===== config.mk =====
export PLATFORM = sky130hd
export DESIGN_NAME = cmd_fetch_exec_flat
export DESIGN_NICKNAME = d
export VERILOG_FILES = /design/src/rtl/cmd_fetch_exec_pkg.sv /design/src/rtl/cmd_fetch_exec_if.sv /design/src/rtl/cmd_fetch_exec_alu.sv /design/src/rtl/cmd_fetch_exec.sv /design/src/flat_wrapper.sv
export SDC_FILE = /design/constraint.sdc
export NUM_CORES = 1
export LEC_CHECK = 0
export ABC_AREA = 1
export ABC_CLOCK_PERIOD_IN_PS = 1700
export CORE_AREA = 2 2 92 94
export DETAILED_ROUTE_END_ITERATION = 16
export DIE_AREA = 0 0 94 96
export PLACE_DENSITY = 0.86
export SLEW_MARGIN = 40
export SYNTH_ARGS = -nofsm -noshare
export SYNTH_HDL_FRONTEND = slang
export SYNTH_SLANG_ARGS = --single-unit

===== constraint.sdc =====
create_clock -name clk -period 1.7 [get_ports clk]
set_input_delay 0.425 -clock clk [delete_from_list [all_inputs] [get_ports clk]]
set_output_delay 0.425 -clock clk [all_outputs]
set_load 0.05 [all_outputs]

===== src/rtl/cmd_fetch_exec_pkg.sv =====
// Shared definitions for the fetch/execute stage: widths, instruction fields,
// opcodes, PC mode codes and the controller state encoding.
package cmd_pkg;

  localparam int DATA_W  = 8;
  localparam int OPC_W   = 4;
  localparam int INS_W   = OPC_W + DATA_W;

  localparam int IMM_LSB = 0;
  localparam int IMM_MSB = DATA_W - 1;
  localparam int OPC_LSB = DATA_W;
  localparam int OPC_MSB = INS_W - 1;

  localparam logic [OPC_W-1:0] OP_NOP = 4'h0;
  localparam logic [OPC_W-1:0] OP_LDI = 4'h1;
  localparam logic [OPC_W-1:0] OP_ADD = 4'h2;
  localparam logic [OPC_W-1:0] OP_SUB = 4'h3;
  localparam logic [OPC_W-1:0] OP_AND = 4'h4;
  localparam logic [OPC_W-1:0] OP_OR  = 4'h5;
  localparam logic [OPC_W-1:0] OP_XOR = 4'h6;
  localparam logic [OPC_W-1:0] OP_JMP = 4'h7;
  localparam logic [OPC_W-1:0] OP_JZ  = 4'h8;
  localparam logic [OPC_W-1:0] OP_JC  = 4'h9;
  localparam logic [OPC_W-1:0] OP_OUT = 4'hA;
  localparam logic [OPC_W-1:0] OP_HLT = 4'hF;

  localparam logic [1:0] PCM_INC  = 2'b00;
  localparam logic [1:0] PCM_DEC  = 2'b01;
  localparam logic [1:0] PCM_HOLD = 2'b10;
  localparam logic [1:0] PCM_LOAD = 2'b11;

  typedef enum logic [2:0] {
    ST_IDLE  = 3'd0,
    ST_FETCH = 3'd1,
    ST_WAIT  = 3'd2,
    ST_EXEC  = 3'd3,
    ST_ADV   = 3'd4
  } state_t;

  function automatic logic [OPC_W-1:0] ins_opc(input logic [INS_W-1:0] w);
    return w[OPC_MSB:OPC_LSB];
  endfunction

  function automatic logic [DATA_W-1:0] ins_imm(input logic [INS_W-1:0] w);
    return w[IMM_MSB:IMM_LSB];
  endfunction

endpackage


===== src/rtl/cmd_fetch_exec_if.sv =====
// ROM read port and PC-register control bundle. The stage is the master:
// it drives the ROM address/strobe and the PC mode/load value.
interface cmd_fetch_exec_if;
  import cmd_pkg::*;

  logic [DATA_W-1:0] pc_in;
  logic [DATA_W-1:0] rom_addr;
  logic              rom_en;
  logic [INS_W-1:0]  rom_data;
  logic [1:0]        pc_m;
  logic [DATA_W-1:0] pc_load;

  modport master (
    input  pc_in, rom_data,
    output rom_addr, rom_en, pc_m, pc_load
  );

  modport slave (
    output pc_in, rom_data,
    input  rom_addr, rom_en, pc_m, pc_load
  );

endinterface


===== src/rtl/cmd_fetch_exec_alu.sv =====
// Combinational execute unit: next accumulator, next flags, branch decision
// and undefined-opcode detection for the instruction held in IR.
module cmd_alu
  import cmd_pkg::*;
(
  input  logic [OPC_W-1:0]  opc,
  input  logic [DATA_W-1:0] acc,
  input  logic [DATA_W-1:0] imm,
  input  logic              z_in,
  input  logic              c_in,
  output logic [DATA_W-1:0] result,
  output logic              z_nx,
  output logic              c_nx,
  output logic              jump_taken,
  output logic              illegal
);

  logic [DATA_W:0] wide;
  logic            upd_z;

  // Opcode decode; Z follows the result only for data-processing opcodes.
  always_comb begin
    result     = acc;
    c_nx       = c_in;
    jump_taken = 1'b0;
    illegal    = 1'b0;
    upd_z      = 1'b0;
    wide       = '0;
    case (opc)
      OP_LDI: begin
        result = imm;
        upd_z  = 1'b1;
      end
      OP_ADD: begin
        wide   = {1'b0, acc} + {1'b0, imm};
        result = wide[DATA_W-1:0];
        c_nx   = wide[DATA_W];
        upd_z  = 1'b1;
      end
      OP_SUB: begin
        // The wrapped ninth bit of the difference is the borrow.
        wide   = {1'b0, acc} - {1'b0, imm};
        result = wide[DATA_W-1:0];
        c_nx   = wide[DATA_W];
        upd_z  = 1'b1;
      end
      OP_AND: begin
        result = acc & imm;
        upd_z  = 1'b1;
      end
      OP_OR: begin
        result = acc | imm;
        upd_z  = 1'b1;
      end
      OP_XOR: begin
        result = acc ^ imm;
        upd_z  = 1'b1;
      end
      OP_JMP: jump_taken = 1'b1;
      OP_JZ:  jump_taken = z_in;
      OP_JC:  jump_taken = c_in;
      4'hB, 4'hC, 4'hD, 4'hE: illegal = 1'b1;
      default: ;
    endcase
    z_nx = upd_z ? (result == '0) : z_in;
  end

endmodule


===== src/rtl/cmd_fetch_exec.sv =====
// Instruction fetch/execute stage. Reads the word at the current PC from a
// synchronous ROM, executes it on the accumulator and then steers the PC
// register (advance or jump) until the PC reports the new value.
//
// state | meaning
// IDLE  | waiting for run or a step rising edge; parked here once halted
// FETCH | ROM address/strobe presented (loaded from pc_in on entry)
// WAIT  | ROM latency; IR captured on the last cycle
// EXEC  | accumulator, flags, output register and status updated
// ADV   | PC told to increment or load; held until the PC value confirms
module cmd_fetch_exec
  import cmd_pkg::*;
#(
  parameter int ROM_LAT = 1
)(
  input  logic               clk,
  input  logic               pc_clr,
  input  logic               run,
  input  logic               step,
  cmd_fetch_exec_if.master   bus,
  output logic [INS_W-1:0]   ir,
  output logic [DATA_W-1:0]  acc,
  output logic               z_flag,
  output logic               c_flag,
  output logic [DATA_W-1:0]  out_reg,
  output logic               halted,
  output logic               illegal
);

  state_t            state, state_nx;
  logic              step_q;
  logic              step_rise;
  logic [1:0]        wait_cnt;
  logic [DATA_W-1:0] fa;
  logic              rom_en_q;
  logic              jmp_q;
  logic [DATA_W-1:0] pc_load_q;
  logic              adv_done;

  logic [OPC_W-1:0]  opc;
  logic [DATA_W-1:0] imm;
  logic [DATA_W-1:0] alu_result;
  logic              alu_z, alu_c, alu_jump, alu_illegal;

  assign opc       = ins_opc(ir);
  assign imm       = ins_imm(ir);
  assign step_rise = step & ~step_q;

  // A jump completes when the PC shows the target (so a jump to its own
  // address completes at once); an increment completes on any change,
  // which covers the FF->00 wrap.
  assign adv_done  = jmp_q ? (bus.pc_in == pc_load_q) : (bus.pc_in != fa);

  assign bus.rom_addr = fa;
  assign bus.rom_en   = rom_en_q;
  assign bus.pc_load  = pc_load_q;
  assign bus.pc_m     = (state == ST_ADV) ? (jmp_q ? PCM_LOAD : PCM_INC) : PCM_HOLD;

  cmd_alu u_alu (
    .opc        (opc),
    .acc        (acc),
    .imm        (imm),
    .z_in       (z_flag),
    .c_in       (c_flag),
    .result     (alu_result),
    .z_nx       (alu_z),
    .c_nx       (alu_c),
    .jump_taken (alu_jump),
    .illegal    (alu_illegal)
  );

  // State register.
  always_ff @(posedge clk or negedge pc_clr) begin
    if (!pc_clr) state <= ST_IDLE;
    else         state <= state_nx;
  end

  // Next-state logic; step edges only matter in IDLE, so edges seen while
  // busy are dropped rather than queued.
  always_comb begin
    state_nx = state;
    case (state)
      ST_IDLE:  if (!halted && (run || step_rise)) state_nx = ST_FETCH;
      ST_FETCH: state_nx = ST_WAIT;
      ST_WAIT:  if (wait_cnt == '0) state_nx = ST_EXEC;
      ST_EXEC:  state_nx = (opc == OP_HLT) ? ST_IDLE : ST_ADV;
      ST_ADV:   if (adv_done) state_nx = (run && !halted) ? ST_FETCH : ST_IDLE;
      default:  state_nx = ST_IDLE;
    endcase
  end

  // Datapath registers: ROM request, IR capture and the execute commit.
  // The ROM address is registered on entry to FETCH so it is already
  // presented during the FETCH cycle; it doubles as the fetch address.
  always_ff @(posedge clk or negedge pc_clr) begin
    if (!pc_clr) begin
      step_q    <= 1'b0;
      wait_cnt  <= '0;
      fa        <= '0;
      rom_en_q  <= 1'b0;
      jmp_q     <= 1'b0;
      pc_load_q <= '0;
      ir        <= '0;
      acc       <= '0;
      z_flag    <= 1'b0;
      c_flag    <= 1'b0;
      out_reg   <= '0;
      halted    <= 1'b0;
      illegal   <= 1'b0;
    end else begin
      step_q   <= step;
      rom_en_q <= (state_nx == ST_FETCH) || (state_nx == ST_WAIT);
      if (state_nx == ST_FETCH) fa <= bus.pc_in;
      if (state == ST_FETCH)
        wait_cnt <= 2'(ROM_LAT - 1);
      else if (state == ST_WAIT && wait_cnt != '0)
        wait_cnt <= wait_cnt - 2'd1;
      if (state == ST_WAIT && wait_cnt == '0) ir <= bus.rom_data;
      if (state == ST_EXEC) begin
        acc    <= alu_result;
        z_flag <= alu_z;
        c_flag <= alu_c;
        jmp_q  <= alu_jump;
        if (alu_jump)        pc_load_q <= imm;
        if (opc == OP_OUT)   out_reg   <= acc;
        if (opc == OP_HLT)   halted    <= 1'b1;
        if (alu_illegal)     illegal   <= 1'b1;
      end
    end
  end

endmodule


===== src/flat_wrapper.sv =====
// flat-port wrapper written by rule: the top's interface ports become plain ports
module cmd_fetch_exec_flat import cmd_pkg::*;
#(
  parameter int ROM_LAT = 1
)
  (clk, pc_clr, run, step, ir, acc, z_flag, c_flag, out_reg, halted, illegal, bus_pc_in, bus_rom_data, bus_rom_addr, bus_rom_en, bus_pc_m, bus_pc_load);
  cmd_fetch_exec_if bus_i ();
  input  logic clk;
  input  logic pc_clr;
  input  logic run;
  input  logic step;
  output logic [INS_W-1:0] ir;
  output logic [DATA_W-1:0] acc;
  output logic z_flag;
  output logic c_flag;
  output logic [DATA_W-1:0] out_reg;
  output logic halted;
  output logic illegal;
  input wire logic [$bits(bus_i.pc_in)-1:0] bus_pc_in;
  input wire logic [$bits(bus_i.rom_data)-1:0] bus_rom_data;
  output wire logic [$bits(bus_i.rom_addr)-1:0] bus_rom_addr;
  output wire logic [$bits(bus_i.rom_en)-1:0] bus_rom_en;
  output wire logic [$bits(bus_i.pc_m)-1:0] bus_pc_m;
  output wire logic [$bits(bus_i.pc_load)-1:0] bus_pc_load;
  assign bus_i.pc_in = bus_pc_in;
  assign bus_i.rom_data = bus_rom_data;
  assign bus_rom_addr = bus_i.rom_addr;
  assign bus_rom_en = bus_i.rom_en;
  assign bus_pc_m = bus_i.pc_m;
  assign bus_pc_load = bus_i.pc_load;
  cmd_fetch_exec #(.ROM_LAT(ROM_LAT)) u_core (.clk(clk), .pc_clr(pc_clr), .run(run), .step(step), .bus(bus_i), .ir(ir), .acc(acc), .z_flag(z_flag), .c_flag(c_flag), .out_reg(out_reg), .halted(halted), .illegal(illegal));
endmodule

## After elaboration in Yosys (flattened, before gate mapping)

Cells that the tools add are included.

| operators by class | value |
|---|---|
| add/subtract/negate cells | 3 |
| eq/ne operators | 23 |
| multiplexer cells | 16 |
| bitwise operators | 5 |
| reductions and logical operators | 21 |

Operators with widths:

| operator | count |
|---|---|
| 8-bit case mux with 6 select lines | 1 |
| 4-bit equality test, second input constant | 8 |
| 4-bit by 3-bit equality test with 1-bit output, second input constant | 4 |
| 3-bit case mux with 5 select lines | 1 |
| 3-bit two-way mux | 4 |
| 2-bit AND reduction | 6 |
| 8-bit by 8-bit adder with 9-bit output | 1 |
| 3-bit by 2-bit equality test with 1-bit output, second input constant | 3 |
| 8-bit by 8-bit subtractor with 9-bit output | 1 |
| 8-bit bitwise AND | 1 |
| 4-bit by 2-bit equality test with 1-bit output, second input constant | 2 |
| 8-bit equality test | 1 |
| 8-bit logical NOT | 1 |
| 2-bit two-way mux | 4 |
| 8-bit inequality test | 1 |
| 8-bit OR | 1 |
| 8-bit XOR | 1 |
| 3-bit by 1-bit equality test with 1-bit output, second input constant | 2 |
| 2-bit nonzero test | 3 |
| 6-bit OR reduction | 1 |
| 4-bit by 1-bit equality test with 1-bit output, second input constant | 1 |
| 1-bit logical AND | 4 |
| 1-bit two-way mux | 4 |
| 4-bit OR reduction | 1 |
| 10 further kinds | 11 |

| word-level totals | value |
|---|---|
| flip-flop bits (word level) | 56 |
| output and inout bits | 51 |
| logic and storage cells | 82 |

## Depth between registers and ports, before layout

Gate-level depths: netlist of the first run.

| depth | value |
|---|---|
| word-level depth | 8 |
| mapped depth | 15 |
| mapped depth without buffers | 15 |

## Modules after synthesis

A second synthesis of the first run with hierarchy kept.

| unflattened totals | value |
|---|---|
| cell total of the unflattened synthesis | 565 |
| area total of the unflattened synthesis | 3,917.5 µm² |

By module, submodules not included:

| module | times used | cells an instance | area each (µm²) | seq. area each (µm²) |
|---|---|---|---|---|
| cmd_fetch_exec | 1 | 284 | 2,469.9 | 1,401.3 |
| cmd_alu | 1 | 281 | 1,447.6 | 0.0 |

## Worst setup path after synthesis of the first run

Ideal clock, no wire load.

| path | value |
|---|---|
| kind | register to register |
| from | reg u_core.ir[2] |
| to | reg u_core.z_flag |
| arrival | 2.166 ns |
| slack | -0.532 ns |
| stages on the path, launching flop included | 15 |
| buffers on the path | 1 |
| clock period less this slack | 2.232 ns |
| cell sequence | dfrtp_1 > inv_1 > ha_1 > buf_4 > inv_1 > or2_2 > nand2_1 > nand2_1 > nand3_1 > nand2_1 > nor2_1 > nand3_1 > nor2_1 > nand3_1 > nand2_1 |

| between the ends | value |
|---|---|
| word-level cells in the longest chain between the ends | 3 |

RTL lines:

| what | RTL line | RTL |
|---|---|---|
| start: declaration | cmd_fetch_exec.sv:21 | `output logic [INS_W-1:0] ir,` |
| start signal: assignment | cmd_fetch_exec.sv:118 | `if (state == ST_WAIT && wait_cnt == '0) ir <= bus.rom_data;` |
| 8-bit by 8-bit subtractor with 9-bit output (tied with other cells) | cmd_fetch_exec_alu.sv:42 | `wide = {1'b0, acc} - {1'b0, imm};` |
| 8-bit case mux with 6 select lines (*) | cmd_fetch_exec_alu.sv:29 | `case (opc)` |
| 8-bit logical NOT (*) | cmd_fetch_exec_alu.sv:65 | `z_nx = upd_z ? (result == '0) : z_in;` |
| end signal: assignment | cmd_fetch_exec.sv:121 | `z_flag <= alu_z;` |
| end: declaration | cmd_fetch_exec.sv:23 | `output logic z_flag,` |

Mark *: on every way between the ends. The rest lies on a longest branch, timed or not.
A chain may end at the register's enable or synchronous reset.

## Worst setup path after layout of the first run

| path | value |
|---|---|
| from | reg u_core.acc[0] |
| to | reg u_core.z_flag |

| between the ends | value |
|---|---|
| word-level cells in the longest chain between the ends | 3 |

RTL lines:

| what | RTL line | RTL |
|---|---|---|
| start: declaration | cmd_fetch_exec.sv:22 | `output logic [DATA_W-1:0] acc,` |
| start signal: assignment | cmd_fetch_exec.sv:120 | `acc <= alu_result;` |
| 8-bit by 8-bit subtractor with 9-bit output (tied with other cells) | cmd_fetch_exec_alu.sv:42 |  |
| 8-bit case mux with 6 select lines (*) | cmd_fetch_exec_alu.sv:29 |  |
| 8-bit logical NOT (*) | cmd_fetch_exec_alu.sv:65 |  |

Marks and branches as above.

==> results of run 1 <==
==> report_power, final <==
group	leakage [nW]	internal, W	switching [W]	total, W
clock network	0.0463	0.000305	0.000509	0.000813
logic	2.26	0.00477	0.00602	0.0108
registers	0.693	0.00191	0.000667	0.00257
total	3.00	0.00698	0.00720	0.0142
==> cell families (layout without fill, tap and decap cells) <==
group / after synthesis / count (layout) / synth area share
adder cells (fa/ha/maj): 27 / 27 / 0.0953
buffers and inverters: 78 / 250 / 0.0814
XOR/XNOR: 9 / 9 / 0.0213
AND/OR/NAND/NOR: 276 / 277 / 0.317
AO/OA/AOI/OAI: 73 / 73 / 0.106
flip-flops: 56 / 56 / 0.378
==> layout by cell type (no fill, tap or decap), types with 12 or more instances in the layout <==
cell type / count
nand2_1: 146
buf_4: 96
buf_12: 49
inv_1: 48
o21ai_0: 39
nand3_1: 38
dfrtp_1: 34
nor2_1: 33
dfrtp_2: 22
ha_1: 19
inv_2: 18
clkdlybuf4s50_1: 14
nand2_2: 12
==> cell type report <==
type / count / area (um^2)
Clock inverter: 3 / 27.5
Multi-Input combinational cell: 386 / 2280
Inverter: 69 / 268
Timing Repair inverter: 1 / 7.51
Clock buffer: 5 / 68.8
Timing Repair Buffer: 172 / 1970
Fill cell: 536 / 1880
Sequential cell: 56 / 1430
Tap cell: 105 / 131
==> critical path: stages, from the launching register on <==
cell,delay (ns)
dfrtp_2,0.46
inv_2,0.08
ha_4,0.13
inv_2,0.04
fa_2,0.34
xnor2_1,0.13
nand2_1,0.06
nand2_1,0.06
nor2_2,0.11
nand3_2,0.11
nor2_2,0.13
nand3_1,0.08
nor2_1,0.14
nand3_1,0.11
nand2_1,0.07
==> routing by layer <==
| metal | vias to the layer above | share of wire | track usage |
|---|---|---|---|
| met2 | 188 | 0.50 | 0.512 |
| met5 | - | 0 | 0 |
| met3 | 52 | 0.063 | 0.0493 |
| met4 | 0 | 0.042 | 0.129 |
| li1 | 2003 | - | - |
| met1 | 2049 | 0.40 | 0.358 |
==> path summary, 6_finish.rpt <==
| check | depth (start not counted) | to | slack [ns] |
|---|---|---|---|
| setup / recovery | 14 | u_core.z_flag$_DFFE_PN0P_ | -0.41 |
| hold / removal | 2 | u_core.step_q$_DFF_PN0_ | 0.07 |
| setup reg to reg | 14 | u_core.z_flag$_DFFE_PN0P_ | -0.41 |
| hold reg to reg | 2 | u_core.wait_cnt[0]$_DFFE_PN0P_ | 0.49 |
| max in group asynchronous | 2 | u_core.acc[0]$_DFFE_PN0P_ | 1.20 |
| min in group clk | 3 | u_core.bus.rom_addr[2]$_DFFE_PN0N_ | 0.42 |
==> per-stage QoR <==
step | std cells | hold slack, ns | TNS (ns) | area (um^2)
2_1_floorplan | 519 | 0.129 | -1.26 | 3790
3_3_place_gp | 776 | 0.423 | -4.88 | 5740
3_5_place_dp | 776 | 0.431 | -6.02 | 5740
4_1_cts | 789 | 0.0770 | -1.58 | 5960
5_1_grt | 797 | 0.0804 | -3.98 | 6180
6_report | 797 | 0.0671 | -2.26 | 6180
==> timing repair <==
action,4_1_cts,5_1_grt
endpoints found under the setup margin,24,30
cloned,0,2
buffers inserted,6,6
gates resized for setup,36,44
pin swaps,8,22
hold buffers,0,0
==> flow_metrics.py, run 1 <==
metrics = {
    "worst_setup_path": {
        "crit_required_ns": 1.97,
        "crit-reg2reg-launch": "u_core.acc[0]$_DFFE_PN0P_",
        "start_kind": "flip-flop",
        "cp_max_fo": 3,
        "startpoint": "u_core.acc[0]$_DFFE_PN0P_",
        "path_class": "flip-flop to flip-flop",
        "cp.arrival_ns": 2.38,
        "cp-end-kind": "flip-flop",
    },
    "pwr": {
        "power_density_nw_per_um2": 2300,
        "leakagePower_nw": 3.00,
        "fin_total_pwr_w": 0.0142,
        "irDropWorstVdd_mv": 1.29,
    },
    "floorplan": {
        "fp.dieW_um": 94,
        "fp-row-count": 33,
        "die_h_um": 96,
        "start_util": 0.460,
        "io_pins": 75,
        "core-area_um2": 8050,
        "die-area_um2": 9020,
    },
    "placed_design": {
        "pre_cts_ws_ns": -0.453,
        "gp_congestion": 0.984,
        "hpwl_mm": 9.86,
        "portBuffers": 74,
    },
    "yosys": {
        "synth_seq_cells": 56,
        "yosysUniqueCellTypes": 35,
        "netlist_area_um2": 3700,
        "synth_edf_count": 0,
        "synth.area.top_cells": "dfrtp_1, nand2_1, ha_1",
        "synth_top_flop_cell": "dfrtp_1",
        "synthCells": 519,
        "ys_warn_count": 0,
        "yosysSeqAreaShare": 0.378,
        "synth_common_cells": "nand2_1, inv_1, dfrtp_1",
        "syn_avg_cell_area_um2": 7.14,
        "synth_nets": 570,
        "synth_top_area_frac": 0.378,
        "synth.largest_area_cell": "dfrtp_1",
        "yosysMostFrequentCell": "nand2_1",
        "async_flop_share": 1.00,
    },
    "clock_tree": {
        "cts_max_level": 2,
        "clk_pin_slew_ns": 0.12,
        "cts_root_buf": "clkbuf_8",
        "cts_tree": "built",
        "numCtsBuffers": 5,
        "clock_path_buffers": 2,
        "cts_sinks": 56,
        "worst_skew_pair.late_latency_ns": 0.32,
    },
    "drt": {
        "wirelength_mm": 13.3,
        "antenna_left": 0,
        "drc_errors": 0,
        "vias_per_cell": 5.39,
        "vias": 4292,
        "wl_per_cell_um": 16.7,
        "drt_pass1_iterations": 6,
        "drt_iter0_drc": 366,
    },
    "final_layout": {
        "antennaDiodeCount": 0,
        "drive_gt1_frac": 0.392,
        "post-route-util": 0.767,
        "syn2layout_area_growth_pct": 66.8,
        "largest_register_ffs": 12,
        "layout.nets": 742,
        "top_register": "u_core.ir",
    },
    "grt": {
        "antenna_found_initial": 0,
        "grt_pass1_vias": 4194,
        "grt_max_degree": 36,
        "grt_usage": 0.293,
        "grt_pass1_wl_mm": 20.3,
        "grt_remaining_overflow": 0,
    },
    "timing": {
        "drv_slew": 0,
        "hold_viol": 0,
        "rsz0062_at_grt": "true",
        "worstMarginPinSlew_ns": 0.465,
        "clock.fmax_mhz": 473,
        "setup_viol": 17,
        "final.min_clock_period_ns": 2.11,
        "fin_crit_sh": 1.24,
        "relSlewSlack": 0.690,
        "clock_skew_ns": 0.00767,
        "fin_ws_ns": -0.415,
    },
    "run_status": {
        "status": "finished, violations left",
        "violations": "negative setup slack",
    },
    "hold_path": {
        "hp-class": "input port to asynchronous set/reset pin",
    },
    "run": {
        "drv_cap": 0,
    },
}
Power figures use the tool's default switching activity.
==> inputs of run 2 (changes only) <==
--- a/config.mk
+++ b/config.mk
@@ -10,6 +10,7 @@
 export CORE_AREA = 2 2 92 94
 export DETAILED_ROUTE_END_ITERATION = 16
 export DIE_AREA = 0 0 94 96
+export MAX_ROUTING_LAYER = met4
 export PLACE_DENSITY = 0.86
 export SLEW_MARGIN = 40
 export SYNTH_ARGS = -nofsm -noshare
==> run 2 against run 1 <==
Compared with the run above:
- the run still ends with negative setup slack left
- clock-buffer cell count stayed put
- die area stayed put
- cell area is 4.5% higher
- routed wire length is 24% higher
- final cell count is 1.4% higher
- power is 9.0% higher
- clock skew is 0.0079 ns higher
- core utilization is 3.4 points higher
- sequential share of layout area is 0.91 points lower
==> flow_metrics.py, run 2 (synthesized netlist as in run 1, its figures left out) <==
metrics = {
    "final_layout": {
        "largest_register_ffs": 12,
        "antennaDiodeCount": 0,
        "drive_gt1_frac": 0.431,
        "layout.nets": 753,
        "nFillCells": 485,
        "syn2layout_area_growth_pct": 74.2,
        "top_register": "u_core.ir",
        "post-route-util": 0.801,
        "final_common_cell": "nand2_1",
        "mostFrequentLayoutCells": "nand2_1, buf_4, buf_12",
    },
    "drt": {
        "wl_per_cell_um": 20.4,
        "vias": 4758,
        "drc_errors": 0,
        "antenna_left": 0,
        "drt_iter0_drc": 590,
        "drt_pass1_iterations": 6,
        "vias_per_cell": 5.89,
        "wirelength_mm": 16.5,
    },
    "timing": {
        "clock_skew_ns": 0.0156,
        "relSlewSlack": 0.678,
        "final.min_clock_period_ns": 2.14,
        "hold_viol": 0,
        "worstMarginPinSlew_ns": 0.483,
        "setup_viol": 30,
        "clock.fmax_mhz": 468,
        "rsz0062_at_grt": "true",
        "tns_ns": -4.35,
        "holdWs_ns": 0.0609,
        "fin_ws_ns": -0.436,
        "drv_slew": 0,
        "fin_crit_sh": 1.26,
    },
    "floorplan": {
        "fp.dieW_um": 94,
        "start_util": 0.460,
        "die-area_um2": 9020,
        "io_pins": 75,
        "die_h_um": 96,
        "core-area_um2": 8050,
        "fp-row-count": 33,
    },
    "pwr": {
        "power_density_nw_per_um2": 2390,
        "seqPwrFrac": 0.170,
        "intPower_w": 0.00750,
        "comb_power_share": 0.777,
        "irDropWorstVdd_mv": 1.52,
        "leakagePower_nw": 3.07,
        "fin_total_pwr_w": 0.0154,
        "p_clk_frac": 0.052,
        "power.net_switching_w": 0.00794,
        "sw_frac_of_total": 0.514,
    },
    "placed_design": {
        "gp_congestion": 0.980,
        "portBuffers": 74,
        "pre_cts_ws_ns": -0.513,
        "hpwl_mm": 10.1,
    },
    "clock_tree": {
        "numCtsBuffers": 5,
        "cts_root_buf": "clkbuf_8",
        "clock_path_buffers": 2,
        "cts_sinks": 56,
        "worst_skew_pair.late_latency_ns": 0.33,
        "clk_pin_slew_ns": 0.12,
        "cts_hold_buf": 0,
        "cts_tree": "built",
        "cts_max_level": 2,
    },
    "worst_setup_path": {
        "reg2regPathDepth": 15,
        "worst-r2r-setup-slack_ns": -0.44,
        "start_kind": "flip-flop",
        "max_stage_delay_ns": 0.43,
        "startpoint": "u_core.acc[0]$_DFFE_PN0P_",
        "worst_path_most_repeated_cell": "nand2_1",
        "cp.arrival_ns": 2.40,
        "path_class": "flip-flop to flip-flop",
        "cp_top_family": "simple AND/OR/NAND/NOR gates",
        "critical_path_buf_inv_count": 2,
        "cpMaxStageDelayCell": "dfrtp_2",
        "crit_end": "u_core.z_flag$_DFFE_PN0P_",
        "crit-reg2reg-launch": "u_core.acc[0]$_DFFE_PN0P_",
        "reg2reg_to": "u_core.z_flag$_DFFE_PN0P_",
        "cp_max_fo": 3,
        "cp-end-kind": "flip-flop",
        "path_depth": 15,
        "crit_required_ns": 1.96,
        "crit_chain": "inv_2 -> ha_4 -> inv_2 -> fa_2 -> nand2_1 -> nand2_2 -> nand2_1 -> nand2_1 -> nand3_1 -> nand2_1 -> nor2_2 -> nand4_1 -> nor2_2 -> nand3_1 -> nand2_1",
    },
    "grt": {
        "grt_remaining_overflow": 0,
        "grt_pass1_vias": 4434,
        "antenna_found_initial": 0,
        "grt_busiest_layer": "met2",
        "grtUsageMet1": 0.390,
        "grt_max_degree": 38,
        "use_met2": 0.561,
        "gr-usage-met3": 0.0439,
        "grt_usage": 0.327,
        "grt_pass1_wl_mm": 22.2,
    },
    "run_status": {
        "violations": "negative setup slack",
        "status": "finished, violations left",
    },
    "run": {
        "drv_cap": 0,
    },
    "hold_path": {
        "hp-class": "input port to asynchronous set/reset pin",
    },
}
run 2: cell count changes in the layout (fill, tap and decap cells not counted), sizes merged:
cell / change
clkbuf: -1
o21ai: +1
clkinvlp: -1
dlygate4sd2: +1
clkinv: +1
nand2: -1
buf: +11
run 2: what timing repair did:
action	4_1_cts	5_1_grt
gates cloned	0	2
pin swaps	23	29
resized for setup	67	56
setup buffers	8	18
endpoints found under the setup margin	29	37
hold endpoints to repair	0	0
run 2: power by group through the flow:
stage | clock network, W | registers, W | logic [W]
after detailed placement | 0 | 0.00258 | 0.00976
after global placement | 0 | 0.00254 | 0.00951
after floorplan | 0 | 0.00410 | 0.00333
after global routing | 0.000841 | 0.00267 | 0.0126
final | 0.000805 | 0.00263 | 0.0120
after CTS | 0.000768 | 0.00256 | 0.0106
run 2: metal layers:
metal	wire length (um)	vias to the layer above
li1	-	2032
met1	6000	2243
met2	8060	358
met3	1410	125
met4	1040	0
met5	0	-
run 2: cell type report:
class	instances	area, um^2	share of cell area
repair inverters	1	7.51	0.00116
clock buffers	5	68.8	0.0107
well taps	105	131	0.0204
flip-flops and latches	56	1430	0.222
multi-input cells	386	2430	0.377
inverters	69	270	0.0419
clock inverters	3	22.5	0.00349
repair buffers	183	2090	0.323
run 2: stage by stage:
stage / cells / instance area (um^2)
floorplan: 519 / 3790
global placement: 772 / 5710
detailed placement: 772 / 5710
CTS: 788 / 6100
global route: 808 / 6450
finish: 808 / 6450
run 2: how the worst min path moves through the flow:
stage,end,cells after the start,slack (ns),startpoint
CTS,u_core.step_q$_DFF_PN0_,2,0.08,pc_clr
detailed placement,u_core.step_q$_DFF_PN0_,2,0.42,pc_clr
floorplan,u_core.acc[0]$_DFFE_PN0P_,0,0.13,pc_clr
global placement,u_core.step_q$_DFF_PN0_,2,0.41,pc_clr
finish,u_core.wait_cnt[1]$_DFFE_PN0P_,2,0.06,pc_clr
global route,u_core.step_q$_DFF_PN0_,2,0.08,pc_clr
